==> src/rtl/mem_arbiter_pkg.sv <==
// Shared definitions for the memory arbiter: legal byte-lane masks,
// controller state encoding and a helper that classifies access types.
package mem_arbiter_pkg;

    localparam logic [3:0] BYTE        = 4'b0001;
    localparam logic [3:0] HALFWORD    = 4'b0011;
    localparam logic [3:0] THREEQUATER = 4'b0111;
    localparam logic [3:0] FULLWORD    = 4'b1111;

    typedef enum logic [1:0] {
        IDLE   = 2'd0,
        ACCESS = 2'd1,
        RESP   = 2'd2
    } state_e;

    // True when the mask is one of the contiguous low-aligned lane patterns.
    function automatic logic type_legal(input logic [3:0] t);
        return (t == BYTE) || (t == HALFWORD) ||
               (t == THREEQUATER) || (t == FULLWORD);
    endfunction

endpackage

==> src/rtl/mem_arbiter_if.sv <==
// One requester channel: request/grant, request payload and response.
// The master side is the requesting core, the slave side is the arbiter.
interface mem_arbiter_if #(
    parameter int W = 32,
    parameter int L = 4
);
    logic         req;
    logic         gnt;
    logic         we;
    logic [L-1:0] mtype;
    logic [W-1:0] addr;
    logic [W-1:0] wdat;
    logic         sign;
    logic         rvalid;
    logic         rready;
    logic [W-1:0] rdata;
    logic         err;

    modport master (
        output req, we, mtype, addr, wdat, sign, rready,
        input  gnt, rvalid, rdata, err
    );

    modport slave (
        input  req, we, mtype, addr, wdat, sign, rready,
        output gnt, rvalid, rdata, err
    );
endinterface

==> src/rtl/mem_arbiter_rr_arb2.sv <==
// Two-way round-robin arbiter. Grant is combinational on the request
// vector; the priority pointer advances only when the grant is taken.
module rr_arb2 (
    input  logic       clk,
    input  logic       rst_n,
    input  logic [1:0] req,
    input  logic       take,
    output logic [1:0] gnt
);

    logic ptr_q, ptr_d;

    // Lone requester wins outright; on contention the pointer decides,
    // and after a taken grant the pointer moves to the loser.
    always_comb begin
        gnt = req;
        if (req == 2'b11) begin
            gnt = ptr_q ? 2'b10 : 2'b01;
        end
        ptr_d = ptr_q;
        if (take && (req != 2'b00)) begin
            ptr_d = gnt[0];
        end
    end

    // Pointer register, favours requester 0 out of reset.
    always_ff @(posedge clk) begin
        if (!rst_n) begin
            ptr_q <= 1'b0;
        end else begin
            ptr_q <= ptr_d;
        end
    end

endmodule

==> src/rtl/mem_arbiter.sv <==
// Two-requester memory arbiter. Each access is IDLE (grant) -> ACCESS
// (one RAM cycle) -> RESP (held until the owner takes the response).
module mem_arbiter
    import mem_arbiter_pkg::*;
#(
    parameter int w = 32,
    parameter int l = 4
) (
    input  logic         clk,
    input  logic         rst_n,
    mem_arbiter_if.slave m0,
    mem_arbiter_if.slave m1,
    output logic [w-1:0] ram_addr,
    output logic [w-1:0] ram_wdat,
    output logic [l-1:0] ram_type,
    output logic         ram_we,
    output logic         ram_re,
    output logic         sign,
    input  logic [w-1:0] data_reg
);

    state_e       state_q, state_d;
    logic         owner_q, owner_d;
    logic         we_q, we_d;
    logic [l-1:0] type_q, type_d;
    logic [w-1:0] addr_q, addr_d;
    logic [w-1:0] wdat_q, wdat_d;
    logic         sign_q, sign_d;
    logic         ram_we_q, ram_we_d;
    logic         ram_re_q, ram_re_d;
    logic [1:0]   rvalid_q, rvalid_d;
    logic [w-1:0] rdata_q, rdata_d;
    logic         err_q, err_d;

    logic [1:0]   arb_req, arb_gnt;
    logic         in_idle;
    logic         sel_we, sel_sign, sel_legal;
    logic [l-1:0] sel_type;
    logic [w-1:0] sel_addr, sel_wdat;
    logic         owner_rready;

    assign in_idle = (state_q == IDLE);
    assign arb_req = {m1.req, m0.req};

    rr_arb2 u_arb (
        .clk   (clk),
        .rst_n (rst_n),
        .req   (arb_req),
        .take  (in_idle),
        .gnt   (arb_gnt)
    );

    assign m0.gnt = in_idle & arb_gnt[0];
    assign m1.gnt = in_idle & arb_gnt[1];

    // Payload mux for the requester being granted this cycle.
    always_comb begin
        sel_we       = arb_gnt[1] ? m1.we    : m0.we;
        sel_type     = arb_gnt[1] ? m1.mtype : m0.mtype;
        sel_addr     = arb_gnt[1] ? m1.addr  : m0.addr;
        sel_wdat     = arb_gnt[1] ? m1.wdat  : m0.wdat;
        sel_sign     = arb_gnt[1] ? m1.sign  : m0.sign;
        sel_legal    = type_legal(sel_type);
        owner_rready = owner_q ? m1.rready : m0.rready;
    end

    // Next-state and datapath update for the access controller.
    always_comb begin
        state_d  = state_q;
        owner_d  = owner_q;
        we_d     = we_q;
        type_d   = type_q;
        addr_d   = addr_q;
        wdat_d   = wdat_q;
        sign_d   = sign_q;
        ram_we_d = 1'b0;
        ram_re_d = 1'b0;
        rvalid_d = rvalid_q;
        rdata_d  = rdata_q;
        err_d    = err_q;
        case (state_q)
            IDLE: begin
                if (arb_gnt != 2'b00) begin
                    owner_d  = arb_gnt[1];
                    we_d     = sel_we;
                    type_d   = sel_type;
                    addr_d   = sel_addr;
                    wdat_d   = sel_wdat;
                    sign_d   = sel_sign;
                    ram_we_d = sel_legal & sel_we;
                    ram_re_d = sel_legal & ~sel_we;
                    state_d  = ACCESS;
                end
            end
            ACCESS: begin
                rdata_d           = (type_legal(type_q) && !we_q) ? data_reg : '0;
                err_d             = ~type_legal(type_q);
                rvalid_d          = '0;
                rvalid_d[owner_q] = 1'b1;
                state_d           = RESP;
            end
            RESP: begin
                if (owner_rready) begin
                    rvalid_d = '0;
                    state_d  = IDLE;
                end
            end
            default: begin
                state_d = IDLE;
            end
        endcase
    end

    // Controller and datapath registers, synchronously cleared.
    always_ff @(posedge clk) begin
        if (!rst_n) begin
            state_q  <= IDLE;
            owner_q  <= 1'b0;
            we_q     <= 1'b0;
            type_q   <= '0;
            addr_q   <= '0;
            wdat_q   <= '0;
            sign_q   <= 1'b0;
            ram_we_q <= 1'b0;
            ram_re_q <= 1'b0;
            rvalid_q <= '0;
            rdata_q  <= '0;
            err_q    <= 1'b0;
        end else begin
            state_q  <= state_d;
            owner_q  <= owner_d;
            we_q     <= we_d;
            type_q   <= type_d;
            addr_q   <= addr_d;
            wdat_q   <= wdat_d;
            sign_q   <= sign_d;
            ram_we_q <= ram_we_d;
            ram_re_q <= ram_re_d;
            rvalid_q <= rvalid_d;
            rdata_q  <= rdata_d;
            err_q    <= err_d;
        end
    end

    // Strobes are gated by rst_n so a reset landing on the ACCESS edge
    // keeps the RAM from committing the write.
    assign ram_we   = ram_we_q & rst_n;
    assign ram_re   = ram_re_q & rst_n;
    assign ram_addr = addr_q;
    assign ram_wdat = wdat_q;
    assign ram_type = type_q;
    assign sign     = sign_q;

    assign m0.rvalid = rvalid_q[0];
    assign m1.rvalid = rvalid_q[1];
    assign m0.err    = rvalid_q[0] & err_q;
    assign m1.err    = rvalid_q[1] & err_q;
    assign m0.rdata  = rvalid_q[0] ? rdata_q : '0;
    assign m1.rdata  = rvalid_q[1] ? rdata_q : '0;

endmodule

==> src/flat_wrapper.sv <==
// flat-port wrapper written by rule: the top's interface ports become plain ports
module mem_arbiter_flat import mem_arbiter_pkg::*;
#(
    parameter int w = 32,
    parameter int l = 4
)
  (clk, rst_n, ram_addr, ram_wdat, ram_type, ram_we, ram_re, sign, data_reg, m0_req, m0_we, m0_mtype, m0_addr, m0_wdat, m0_sign, m0_rready, m0_gnt, m0_rvalid, m0_rdata, m0_err, m1_req, m1_we, m1_mtype, m1_addr, m1_wdat, m1_sign, m1_rready, m1_gnt, m1_rvalid, m1_rdata, m1_err);
  mem_arbiter_if #(.W(32), .L(4)) m0_i ();
  mem_arbiter_if #(.W(32), .L(4)) m1_i ();
  input  logic clk;
  input  logic rst_n;
  output logic [w-1:0] ram_addr;
  output logic [w-1:0] ram_wdat;
  output logic [l-1:0] ram_type;
  output logic ram_we;
  output logic ram_re;
  output logic sign;
  input  logic [w-1:0] data_reg;
  input wire logic [$bits(m0_i.req)-1:0] m0_req;
  input wire logic [$bits(m0_i.we)-1:0] m0_we;
  input wire logic [$bits(m0_i.mtype)-1:0] m0_mtype;
  input wire logic [$bits(m0_i.addr)-1:0] m0_addr;
  input wire logic [$bits(m0_i.wdat)-1:0] m0_wdat;
  input wire logic [$bits(m0_i.sign)-1:0] m0_sign;
  input wire logic [$bits(m0_i.rready)-1:0] m0_rready;
  output wire logic [$bits(m0_i.gnt)-1:0] m0_gnt;
  output wire logic [$bits(m0_i.rvalid)-1:0] m0_rvalid;
  output wire logic [$bits(m0_i.rdata)-1:0] m0_rdata;
  output wire logic [$bits(m0_i.err)-1:0] m0_err;
  input wire logic [$bits(m1_i.req)-1:0] m1_req;
  input wire logic [$bits(m1_i.we)-1:0] m1_we;
  input wire logic [$bits(m1_i.mtype)-1:0] m1_mtype;
  input wire logic [$bits(m1_i.addr)-1:0] m1_addr;
  input wire logic [$bits(m1_i.wdat)-1:0] m1_wdat;
  input wire logic [$bits(m1_i.sign)-1:0] m1_sign;
  input wire logic [$bits(m1_i.rready)-1:0] m1_rready;
  output wire logic [$bits(m1_i.gnt)-1:0] m1_gnt;
  output wire logic [$bits(m1_i.rvalid)-1:0] m1_rvalid;
  output wire logic [$bits(m1_i.rdata)-1:0] m1_rdata;
  output wire logic [$bits(m1_i.err)-1:0] m1_err;
  assign m0_i.req = m0_req;
  assign m0_i.we = m0_we;
  assign m0_i.mtype = m0_mtype;
  assign m0_i.addr = m0_addr;
  assign m0_i.wdat = m0_wdat;
  assign m0_i.sign = m0_sign;
  assign m0_i.rready = m0_rready;
  assign m0_gnt = m0_i.gnt;
  assign m0_rvalid = m0_i.rvalid;
  assign m0_rdata = m0_i.rdata;
  assign m0_err = m0_i.err;
  assign m1_i.req = m1_req;
  assign m1_i.we = m1_we;
  assign m1_i.mtype = m1_mtype;
  assign m1_i.addr = m1_addr;
  assign m1_i.wdat = m1_wdat;
  assign m1_i.sign = m1_sign;
  assign m1_i.rready = m1_rready;
  assign m1_gnt = m1_i.gnt;
  assign m1_rvalid = m1_i.rvalid;
  assign m1_rdata = m1_i.rdata;
  assign m1_err = m1_i.err;
  mem_arbiter #(.w(w), .l(l)) u_core (.clk(clk), .rst_n(rst_n), .m0(m0_i), .m1(m1_i), .ram_addr(ram_addr), .ram_wdat(ram_wdat), .ram_type(ram_type), .ram_we(ram_we), .ram_re(ram_re), .sign(sign), .data_reg(data_reg));
endmodule
==> config.mk <==
export PLATFORM = sky130hd
export DESIGN_NAME = mem_arbiter_flat
export DESIGN_NICKNAME = d
export VERILOG_FILES = /design/src/rtl/mem_arbiter_pkg.sv /design/src/rtl/mem_arbiter_if.sv /design/src/rtl/mem_arbiter_rr_arb2.sv /design/src/rtl/mem_arbiter.sv /design/src/flat_wrapper.sv
export SDC_FILE = /design/constraint.sdc
export NUM_CORES = 1
export LEC_CHECK = 0
export CORE_AREA = 4 4 123 125
export CTS_BUF_LIST = sky130_fd_sc_hd__clkbuf_4 sky130_fd_sc_hd__clkbuf_8 sky130_fd_sc_hd__clkbuf_16
export CTS_CLUSTER_DIAMETER = 150
export DETAILED_ROUTE_END_ITERATION = 10
export DIE_AREA = 0 0 127 129
export HOLD_SLACK_MARGIN = 0.08
export PLACE_DENSITY_LB_ADDON = 0.15
export SYNTH_ARGS = -nofsm -noshare
export SYNTH_HDL_FRONTEND = slang
export SYNTH_SLANG_ARGS = --single-unit
export TNS_END_PERCENT = 30
==> constraint.sdc <==
create_clock -name clk -period 2.3 [get_ports clk]
set_input_delay 0.46 -clock clk [delete_from_list [all_inputs] [get_ports clk]]
set_output_delay 0.46 -clock clk [all_outputs]
set_load 0.005 [all_outputs]
After elaboration in Yosys (flattened, before gate mapping) --
Index checks and enable logic that the tools add are counted.
Word-level totals: register bits 111, input bits 178, output and inout bits 141, logic and storage cells 73
Cells by class: order comparisons 2, equal/unequal tests 13, muxes and demuxes 17, bitwise gates (word level) 10, reduce and logical (&&, ||, !) cells 18
Operators by type and width (count):
- $mux 32 | 5
- $and 1x1->1 | 8
- $eq 4x1->1 const B | 2
- $eq 4x2->1 const B | 2
- $eq 4x3->1 const B | 2
- $eq 4x4->1 const B | 2
- $mux 2 | 4
- $logic_or 1x1->1 | 6
- $pmux 2 s3 | 1
- $reduce_and 2->1 | 3
- $reduce_bool 2->1 | 3
- $eq 2x2->1 const B | 2
- $mux 1 | 4
- $mux 4 | 1
- $pmux 2 s2 | 1
- $logic_and 1x1->1 | 3
- $reduce_and 3->1 | 1
- $eq 2x1->1 const B | 1
- $logic_not 2->1 | 1
- $lt 1x2->1 const B | 1
- $ne 2x1->1 const B | 1
- $ne 2x2->1 const B | 1
- $not 1->1 | 2
- $demux 1 s1 | 1
- other kinds (2) | 2

Longest topological paths before layout --
Gate-level depths: netlist of the first run.
depth in word-level cells 8, gate-level depth with buffers 7, depth with buffers taken out 4

Cells and area by module --
Synthesis of the first run repeated with hierarchy kept, for this count alone.
Second synthesis, totals: cell total of the unflattened synthesis 433, area, all modules 4760.8 µm²
By module, submodules not included:
- mem_arbiter | times used 1, cells each 426, area an instance 4699.5 µm², sequential area each 2202.1 µm²
- rr_arb2 | times used 1, cells each 7, area an instance 61.3 µm², sequential area each 20.0 µm²

Least setup slack after synthesis of the first run --
No wires, ideal clock.
path type input port to output port, from input port m1_req, to output port m1_gnt, arrival time 1.235 ns, data required time 1.840 ns, path slack 0.605 ns, stages 4, buffers on the path 2, cell sequence clkbuf_1 nand2_2 buf_2 nor3_1
On the way: cells in the longest elaborated chain, start to end 3
Ends and longest elaborated chain:
- start, declared | line flat_wrapper.sv:30 | input wire logic [$bits(m1_i.req)-1:0] m1_req;
- $eq 2x2->1 | line mem_arbiter_rr_arb2.sv:17 | if (req == 2'b11) begin
- $mux 2 (*) | line mem_arbiter_rr_arb2.sv:17
- $and 1x1->1 (*) | line mem_arbiter.sv:54 | assign m1.gnt = in_idle & arb_gnt[1];
- end, declared | line flat_wrapper.sv:37 | output wire logic [$bits(m1_i.gnt)-1:0] m1_gnt;
Mark *: on every way between the ends. The rest lies on a longest branch, timed or not.

Final worst setup path of the first run --
from register u_core.rvalid_q[1], to output port m1_rdata[26]
On the way: cells in the longest elaborated chain, start to end 1
Ends and longest elaborated chain:
- start, declared | line mem_arbiter.sv:31 | logic [1:0] rvalid_q, rvalid_d;
- start signal, assigned | line mem_arbiter.sv:139 | rvalid_q <= rvalid_d;
- $mux 32 | line mem_arbiter.sv:159 | assign m1.rdata = rvalid_q[1] ? rdata_q : '0;
- end, declared | line flat_wrapper.sv:39 | output wire logic [$bits(m1_i.rdata)-1:0] m1_rdata;
No other way between the ends.

==> results of run 1 <==
-- cell type report --
cell class                      instances  area [µm²]
Tap cell                              180       225.2
Sequential cell                       111        2222
Inverter                                2       7.507
Multi-Input combinational cell        279        2305
Timing Repair Buffer                  332        3339
Fill cell                            1139        5497
Clock inverter                          6       46.29
Clock buffer                           10       239.0
-- how the worst min path moves through the flow --
stage                       startpoint                  to  depth (start not counted)
global placement    u_core.ram_wdat[0]  u_core.ram_wdat[0]                          1
detailed placement  u_core.ram_addr[1]  u_core.ram_addr[1]                          1
global route        u_core.ram_wdat[0]  u_core.ram_wdat[0]                          1
finish              u_core.ram_addr[1]  u_core.ram_addr[1]                          1
floorplan           u_core.rdata_q[30]  u_core.rdata_q[30]                          1
CTS                 u_core.ram_addr[5]  u_core.ram_addr[5]                          1
-- worst max-delay path: cells and delay by family (launching register included) --
family | cells | cell delay (ps)
buf+inv | 2 | 770
simple gates | 1 | 200
flops | 1 | 310
-- cells in the final DEF, fill, tap and decap left out, types with 2 or more instances in the layout --
master / count
o21ai_1: 2
dfxtp_1: 111
nor2_1: 6
nand2_1: 2
nor3_1: 3
and2_1: 69
buf_12: 4
clkbuf_16: 9
o2bb2ai_1: 71
buf_4: 10
a21oi_1: 6
clkinv_4: 3
clkdlybuf4s50_1: 316
a22o_1: 32
inv_2: 2
o221ai_1: 2
mux2i_1: 71
clkinvlp_4: 2
-- metrics by stage --
step,area (µm²),util
2_1_floorplan,4682,-
5_1_grt,8384,0.6040
3_3_place_gp,8098,0.5834
3_5_place_dp,8098,0.5834
6_report,8384,0.6040
4_1_cts,8382,0.6038
-- sequential cells by signal (all words and copies together) (netlist names) --
register	flops
u_core.sign	1
u_core.rdata_q	32
u_core.rvalid_q	2
u_core.ram_wdat	32
u_core.we_q	1
u_core.ram_re_q	1
u_core.ram_we_q	1
u_core.ram_type	4
u_core.owner_q	1
u_core.state_q	2
u_core.u_arb.ptr_q	1
u_core.err_q	1
u_core.ram_addr	32
-- cells by family (layout without fill, tap and decap cells) --
family / after synthesis / after routing / share of synthesized area
buffers and inverters: 38 / 350 / 0.03688
AND/OR/NAND/NOR: 90 / 90 / 0.1221
flip-flops: 111 / 111 / 0.4746
multiplexers: 71 / 71 / 0.1518
AO/OA/AOI/OAI: 118 / 118 / 0.2146
-- routing by layer --
layer	wire length, µm	part of all wire	global-route usage
met4	471	0.029	0.08580
met1	6377	0.40	0.2137
met5	0	0	0
met2	7860	0.49	0.3291
met3	1399	0.087	0.06891
-- power groups by stage --
stage / clock network (mW) / logic (mW) / registers [mW]
6_report: 1.47 / 1.09 / 2.17
5_1_grt: 1.61 / 1.18 / 2.19
4_1_cts: 1.53 / 1.11 / 2.17
3_5_place_dp: 0 / 1.11 / 2.21
3_3_place_gp: 0 / 1.09 / 2.21
2_1_floorplan: 0 / 0.380 / 2.21
-- timing repair --
| item | in CTS | in global routing |
|---|---|---|
| resized for setup | 1 | 1 |
| hold buffers | 0 | 0 |
| endpoints found under the setup margin | 1 | 1 |
==> results.md, run 1 <==
- Status: finished clean
- Post-layout min period: 2098 ps
- Placer Congestion: 0.8433
- Synthesized area: around 4700 µm²
- GRT Util Overall: 0.1916
- Area grow syn2layout: 79.08%
- Setup violations, final: 0
- Primary FF master, synth: dfxtp_1
- Worst Path Required: 1840 ps
- Leak pwr: 3.350 nW
- Worst clock skew: 7.900 ps
- Least-Margin Pin Slew: 448.6 ps
- Non-filler instance count after layout: 920
- Synthesis-stage register bit count: 111
- Core ar.: 13,880 µm²
- Vias/cell: 4.824
- Post-DP HPWL: 12.51 mm
- Synth cell count leaders: dfxtp_1 (111), mux2i_1 (71), o2bb2ai_1 (71)
- Max Cap Viol: 0
- Reg2reg setup slack: ~640 ps
- Tcrit/Tclk final: 0.9120
- DRT Wirelength: 16.11 mm
- Clock latency on the worst-skew pair: 350 ps
- CP endpoint kind: primary output
- Drt wl/cell: 17.51 µm
- RSZ-0062 raised after global routing: no
- Hold slack: 458.8 ps
- Via count: 4,438
- Die height: 129 µm
- Die footprint: 16,380 µm²
- YS warnings: 0
- Synth top area share: 0.4746
- Sw Share: 0.2555
- Row count: 43
- Sequential area share after synthesis: 0.4746
- Clock tree buffer depth: 2
- CP arrival: 1640 ps
- Setup bufs post-CTS: 0
- Post-Synthesis Cells: between 400 and 500
- CP Class: register to primary output
- Top cells by area, synth: dfxtp_1 (47%), mux2i_1 (15%), o2bb2ai_1 (13%), and2_1 (9.4%), a22o_1 (6.0%)
- Synth area leader: dfxtp_1
- NetSw: 1.210 mW
- Hold Fails Final Rpt: 0
- Total grt overflow: 0
- Initial antenna violation count: 0
- Startpoint Class: register
- Layout cells sized above 1: 0.05405
- TNS Setup: 0 ps
- EDFF count, synth: 0
- Asr flop ratio synth: 0
- Clock sink count: 111
- Power per Cell Area: 564.8 nW/µm²
- Critical Path Source: u_core.rvalid_q[1]
- Power share of the clock group: 0.311
- Slew headroom: 0.7009
- Nets: 913
- Hold WC Path Type: register to register
- Htree depth: 3
- DRC: 0
- Final Total Pwr: 4.735 mW
- Internal: ~3.5 mW
- Number of buffers created by CTS: 9
- Final worst slack: 202.4 ps
- R2r endpoint: u_core.ram_re_q
- Vias in the first global route: 4,613
- I/O Buffers: 318
- Top-count cell post-synth: dfxtp_1
- CTS tree: yes
- Mapped Nets: 606
- Fin. max-slew vios: 0
- Largest net degree at the start of global routing: 72
- First-pass iteration count of the detailed router: 6
- Worst Setup EP: m1_rdata[26]
- Dpl ws: -5.166 ps
- Crit path max-delay cell type: clkdlybuf4s50_1
- Worst-case reg-to-reg path depth: 6
- CTS Root Cell: clkbuf_16
- Antenna diode count: 0
- Die W: 127 µm
- CP peak stage delay: 500 ps
- Ports: roughly 320
- VDD IR-drop max: 307.6 µV
- CP Cell Sequence: buf_4 > and2_1 > clkdlybuf4s50_1
- Peak Freq: 476.7 MHz
- Starting Density: 0.3373
- Placed insts: 904
- Avg Synthesized Cell Area: 10.94 µm²
- Flop pwr share: 0.458
- Clock slew at reported path FFs: 70 ps
- Crit Path Max Fanout: 36
- Comb power frac: 0.231
- Antenna Nets Post-Route: 0
- Worst r2r src: u_core.u_arb.ptr_q
- Initial drt markers: ~140
- Netlist cell types: 28
- First-pass GRT wire length: 24.85 mm
(Power assumes the default switching activity.)
==> run 2, diff against run 1 <==
Settings changed: SYNTH_HIERARCHICAL set to 1.
==> run 2 against run 1 <==
Against the previous run:
- synthesized cell count is 1.2% higher
- clock power grew 20%
- sequential share of layout area is 0.61 points lower
- die area unchanged
- power is 9.0% higher
- area after synthesis grew 1.7%
- cell area grew 2.4%
- worst hold slack improved by 3.6 ps
- critical path depth increased by 1
- largest power group unchanged
==> results.md, run 2 <==
- GRT Util Overall: 0.1919 (was 0.1916)
- Cts-stage hold buffer count: 0 (unchanged)
- EDFF count, synth: 0 (unchanged)
- Avg Synthesized Cell Area: 10.99 µm² (was 10.94 µm²)
- DRC: 0 (unchanged)
- Vias in the first global route: 4,859 (was 4,613)
- First-pass GRT wire length: 25.09 mm (was 24.85 mm)
- Netlist cell types: 37 (was 28)
- Post-Synthesis Cells: 433 (was 428)
- Leak pwr: 3.236 nW (was 3.350 nW)
- Starting Density: 0.3430 (was 0.3373)
- Die footprint: 16,380 µm² (unchanged)
- WP buf/inv: 2 (unchanged)
- Final worst slack: 91.19 ps (was 202.4 ps)
- Power per Cell Area: 601.2 nW/µm² (was 564.8 nW/µm²)
- Ports: 319 (unchanged)
- Initial antenna violation count: 0 (unchanged)
- Sequential area share after synthesis: 0.4668 (was 0.4746)
- Synth cell count leaders: dfxtp_1 (111), and2_1 (70), mux2i_1 (70) (was dfxtp_1 (111), mux2i_1 (71), o2bb2ai_1 (71))
- Final Total Pwr: 5.160 mW (was 4.735 mW)
- Post-DP HPWL: 13.07 mm (was 12.51 mm)
- Clock sink count: 111 (unchanged)
- CP endpoint kind: primary output (unchanged)
- Least-Margin Pin Slew: 334.7 ps (was 448.6 ps)
- RSZ-0062 raised after global routing: no (unchanged)
- Post-layout min period: 2209 ps (was 2098 ps)
- Synth top area share: 0.4668 (was 0.4746)
- Fin. max-slew vios: 0 (unchanged)
- Synthesized area: 4761 µm² (was 4682 µm²)
- Worst clock skew: 4.593 ps (was 7.900 ps)
- Asr flop ratio synth: 0 (unchanged)
- Core ar.: 13,880 µm² (unchanged)
- Antenna Nets Post-Route: 0 (unchanged)
- Die W: 127 µm (unchanged)
- Antenna diode count: 0 (unchanged)
- Crit Path Max Fanout: 3 (was 36)
- Peak Freq: 452.7 MHz (was 476.7 MHz)
- Crit-path most repeated cell: clkdlybuf4s50_1
- Max Cap Viol: 0 (unchanged)
- Htree depth: 3 (unchanged)
- Hold Fails Final Rpt: 0 (unchanged)
- Total grt overflow: 0 (unchanged)
- Setup bufs post-CTS: 0 (unchanged)
- Clock tree buffer depth: 2 (unchanged)
- Commonest non-fill, non-tap cell in the layout: clkdlybuf4s50_1 (unchanged)
- TNS Setup: 0 ps (unchanged)
- Via count: 4,559 (was 4,438)
- CP arrival: 1750 ps (was 1640 ps)
- Nets: 921 (was 913)
- DRT Wirelength: 16.39 mm (was 16.11 mm)
- Tcrit/Tclk final: 0.9604 (was 0.9120)
- CTS tree: yes (unchanged)
- Primary FF master, synth: dfxtp_1 (unchanged)
- YS warnings: 6 (was 0)
- First-pass iteration count of the detailed router: 4 (was 6)
- CP peak stage delay: 500 ps (about the same)
- Vias/cell: 4.913 (was 4.824)
- Slew headroom: 0.7766 (was 0.7009)
- Status: finished clean (unchanged)
- CP Cell Sequence: clkdlybuf4s50_1 > a21boi_2 > and2_1 > clkdlybuf4s50_1 (was buf_4 > and2_1 > clkdlybuf4s50_1)
- Synthesis-stage register bit count: 111 (unchanged)
- Startpoint Class: primary input (was register)
- Number of buffers created by CTS: 9 (unchanged)
- Setup violations, final: 0 (unchanged)
- CTS Root Cell: clkbuf_16 (unchanged)
- VDD IR-drop max: 336.4 µV (was 307.6 µV)
- Leading cell types in the layout, fill and taps excluded: clkdlybuf4s50_1 (317), dfxtp_1 (111), and2_1 (70), mux2i_1 (70), o2bb2ai_1 (69) (was clkdlybuf4s50_1 (316), dfxtp_1 (111), mux2i_1 (71), o2bb2ai_1 (71), and2_1 (69))
- Hold WC Path Type: register to register (unchanged)
- Drt wl/cell: 17.66 µm (was 17.51 µm)
- Crit path max-delay cell type: clkdlybuf4s50_1 (unchanged)
- CP Class: primary input to primary output (was register to primary output)
- Dpl ws: -25.38 ps (was -5.166 ps)
- Initial drt markers: 149 (was 138)
- Row count: 43 (unchanged)
- Synth area leader: dfxtp_1 (unchanged)
- Layout cells sized above 1: 0.09091 (was 0.05405)
- Top cells by area, synth: dfxtp_1 (47%), mux2i_1 (15%), o2bb2ai_1 (13%), and2_1 (9.2%), a22o_2 (5.3%) (was dfxtp_1 (47%), mux2i_1 (15%), o2bb2ai_1 (13%), and2_1 (9.4%), a22o_1 (6.0%))
- Worst Path Required: 1840 ps (about the same)
- Clock latency on the worst-skew pair: 340 ps (was 350 ps)
- I/O Buffers: 318 (unchanged)
- Area grow syn2layout: 80.26% (was 79.08%)
- Top-count cell post-synth: dfxtp_1 (unchanged)
- Mapped Nets: 611 (was 606)
- Placer Congestion: 0.7867 (was 0.8433)
- Die height: 129 µm (unchanged)
- Worst path top cell family by delay: buffers and inverters (unchanged)
- Hold slack: 462.4 ps (was 458.8 ps)
- Largest net degree at the start of global routing: 42 (was 72)
- Clock slew at reported path FFs: 70 ps (about the same)
==> run 2: cell types whose count changed in the layout (fill, tap and decap cells not counted), moves of 3 or more <==
cell and change:
nor2_1 -4, a22o_2 +25, buf_12 +3, bufinv_16 +3, a22o_1 -25, inv_1 +6
a21oi_1 -3
==> run 2: repair_timing <==
item / CTS / global route
endpoints found under the hold margin: 0 / 0
endpoints found under the setup margin: 1 / 1
resized for setup: 1 / 3
==> run 2: metrics by stage <==
step / instances / util / cell area [µm²]
after global placement: 912 / 0.5931 / 8233
after detailed placement: 912 / 0.5931 / 8233
after global routing: 928 / 0.6183 / 8582
after floorplan: 433 / - / 4761
final: 928 / 0.6183 / 8582
after CTS: 928 / 0.6176 / 8573
==> run 2: area by class of cell <==
type                            instances  area [µm²]
Sequential cell                       111        2222
Inverter                                6       22.52
Multi-Input combinational cell        281        2381
Clock buffer                           10       232.7
Fill cell                            1169        5299
Tap cell                              180       225.2
Clock inverter                          6       108.9
Timing Repair Buffer                  334        3390
==> run 2: per-layer routing <==
metal,GRT usage,routed length [µm],up-vias
met5,0,0,-
met4,0.07823,455,0
met3,0.05562,1280,31
met2,0.3574,8582,204
met1,0.2028,6068,2112
li1,-,-,2212
==> run 2: worst register-to-register path: stages, from the launching register on <==
cell       delay [ps]
dfxtp_1           340
inv_1             100
a21boi_4           60
buf_4             150
or2_2             350
a21oi_4           230
buf_12            240
o2bb2ai_1         170
==> run 2: cell families after synthesis <==
| logic type | share of synthesized area |
|---|---|
| DFF | 0.4668 |
| AOI/OAI and AO/OA | 0.2205 |
| and+or+nand+nor | 0.1227 |
| buffers and inverters | 0.04047 |
| muxes | 0.1495 |
==> run 2: report_power, final <==
part | switching [mW] | internal, mW | leakage (nW)
Sequential | 0.106 | 2.09 | 0.908
Combinational | 0.459 | 0.748 | 2.16
Clock | 0.681 | 1.08 | 0.170
Total | 1.25 | 3.91 | 3.24
==> run 2: path summary, 6_finish.rpt <==
path / start / to / slack (ps) / depth (start not counted)
max: m1_req / m0_gnt / 90 / 4
min: u_core/ram_addr[30] / u_core/ram_addr[30] / 460 / 1
max reg2reg: u_core/u_arb/ptr_q / u_core/ram_wdat[23] / 590 / 7
min reg2reg: u_core/ram_addr[30] / u_core/ram_addr[30] / 460 / 1
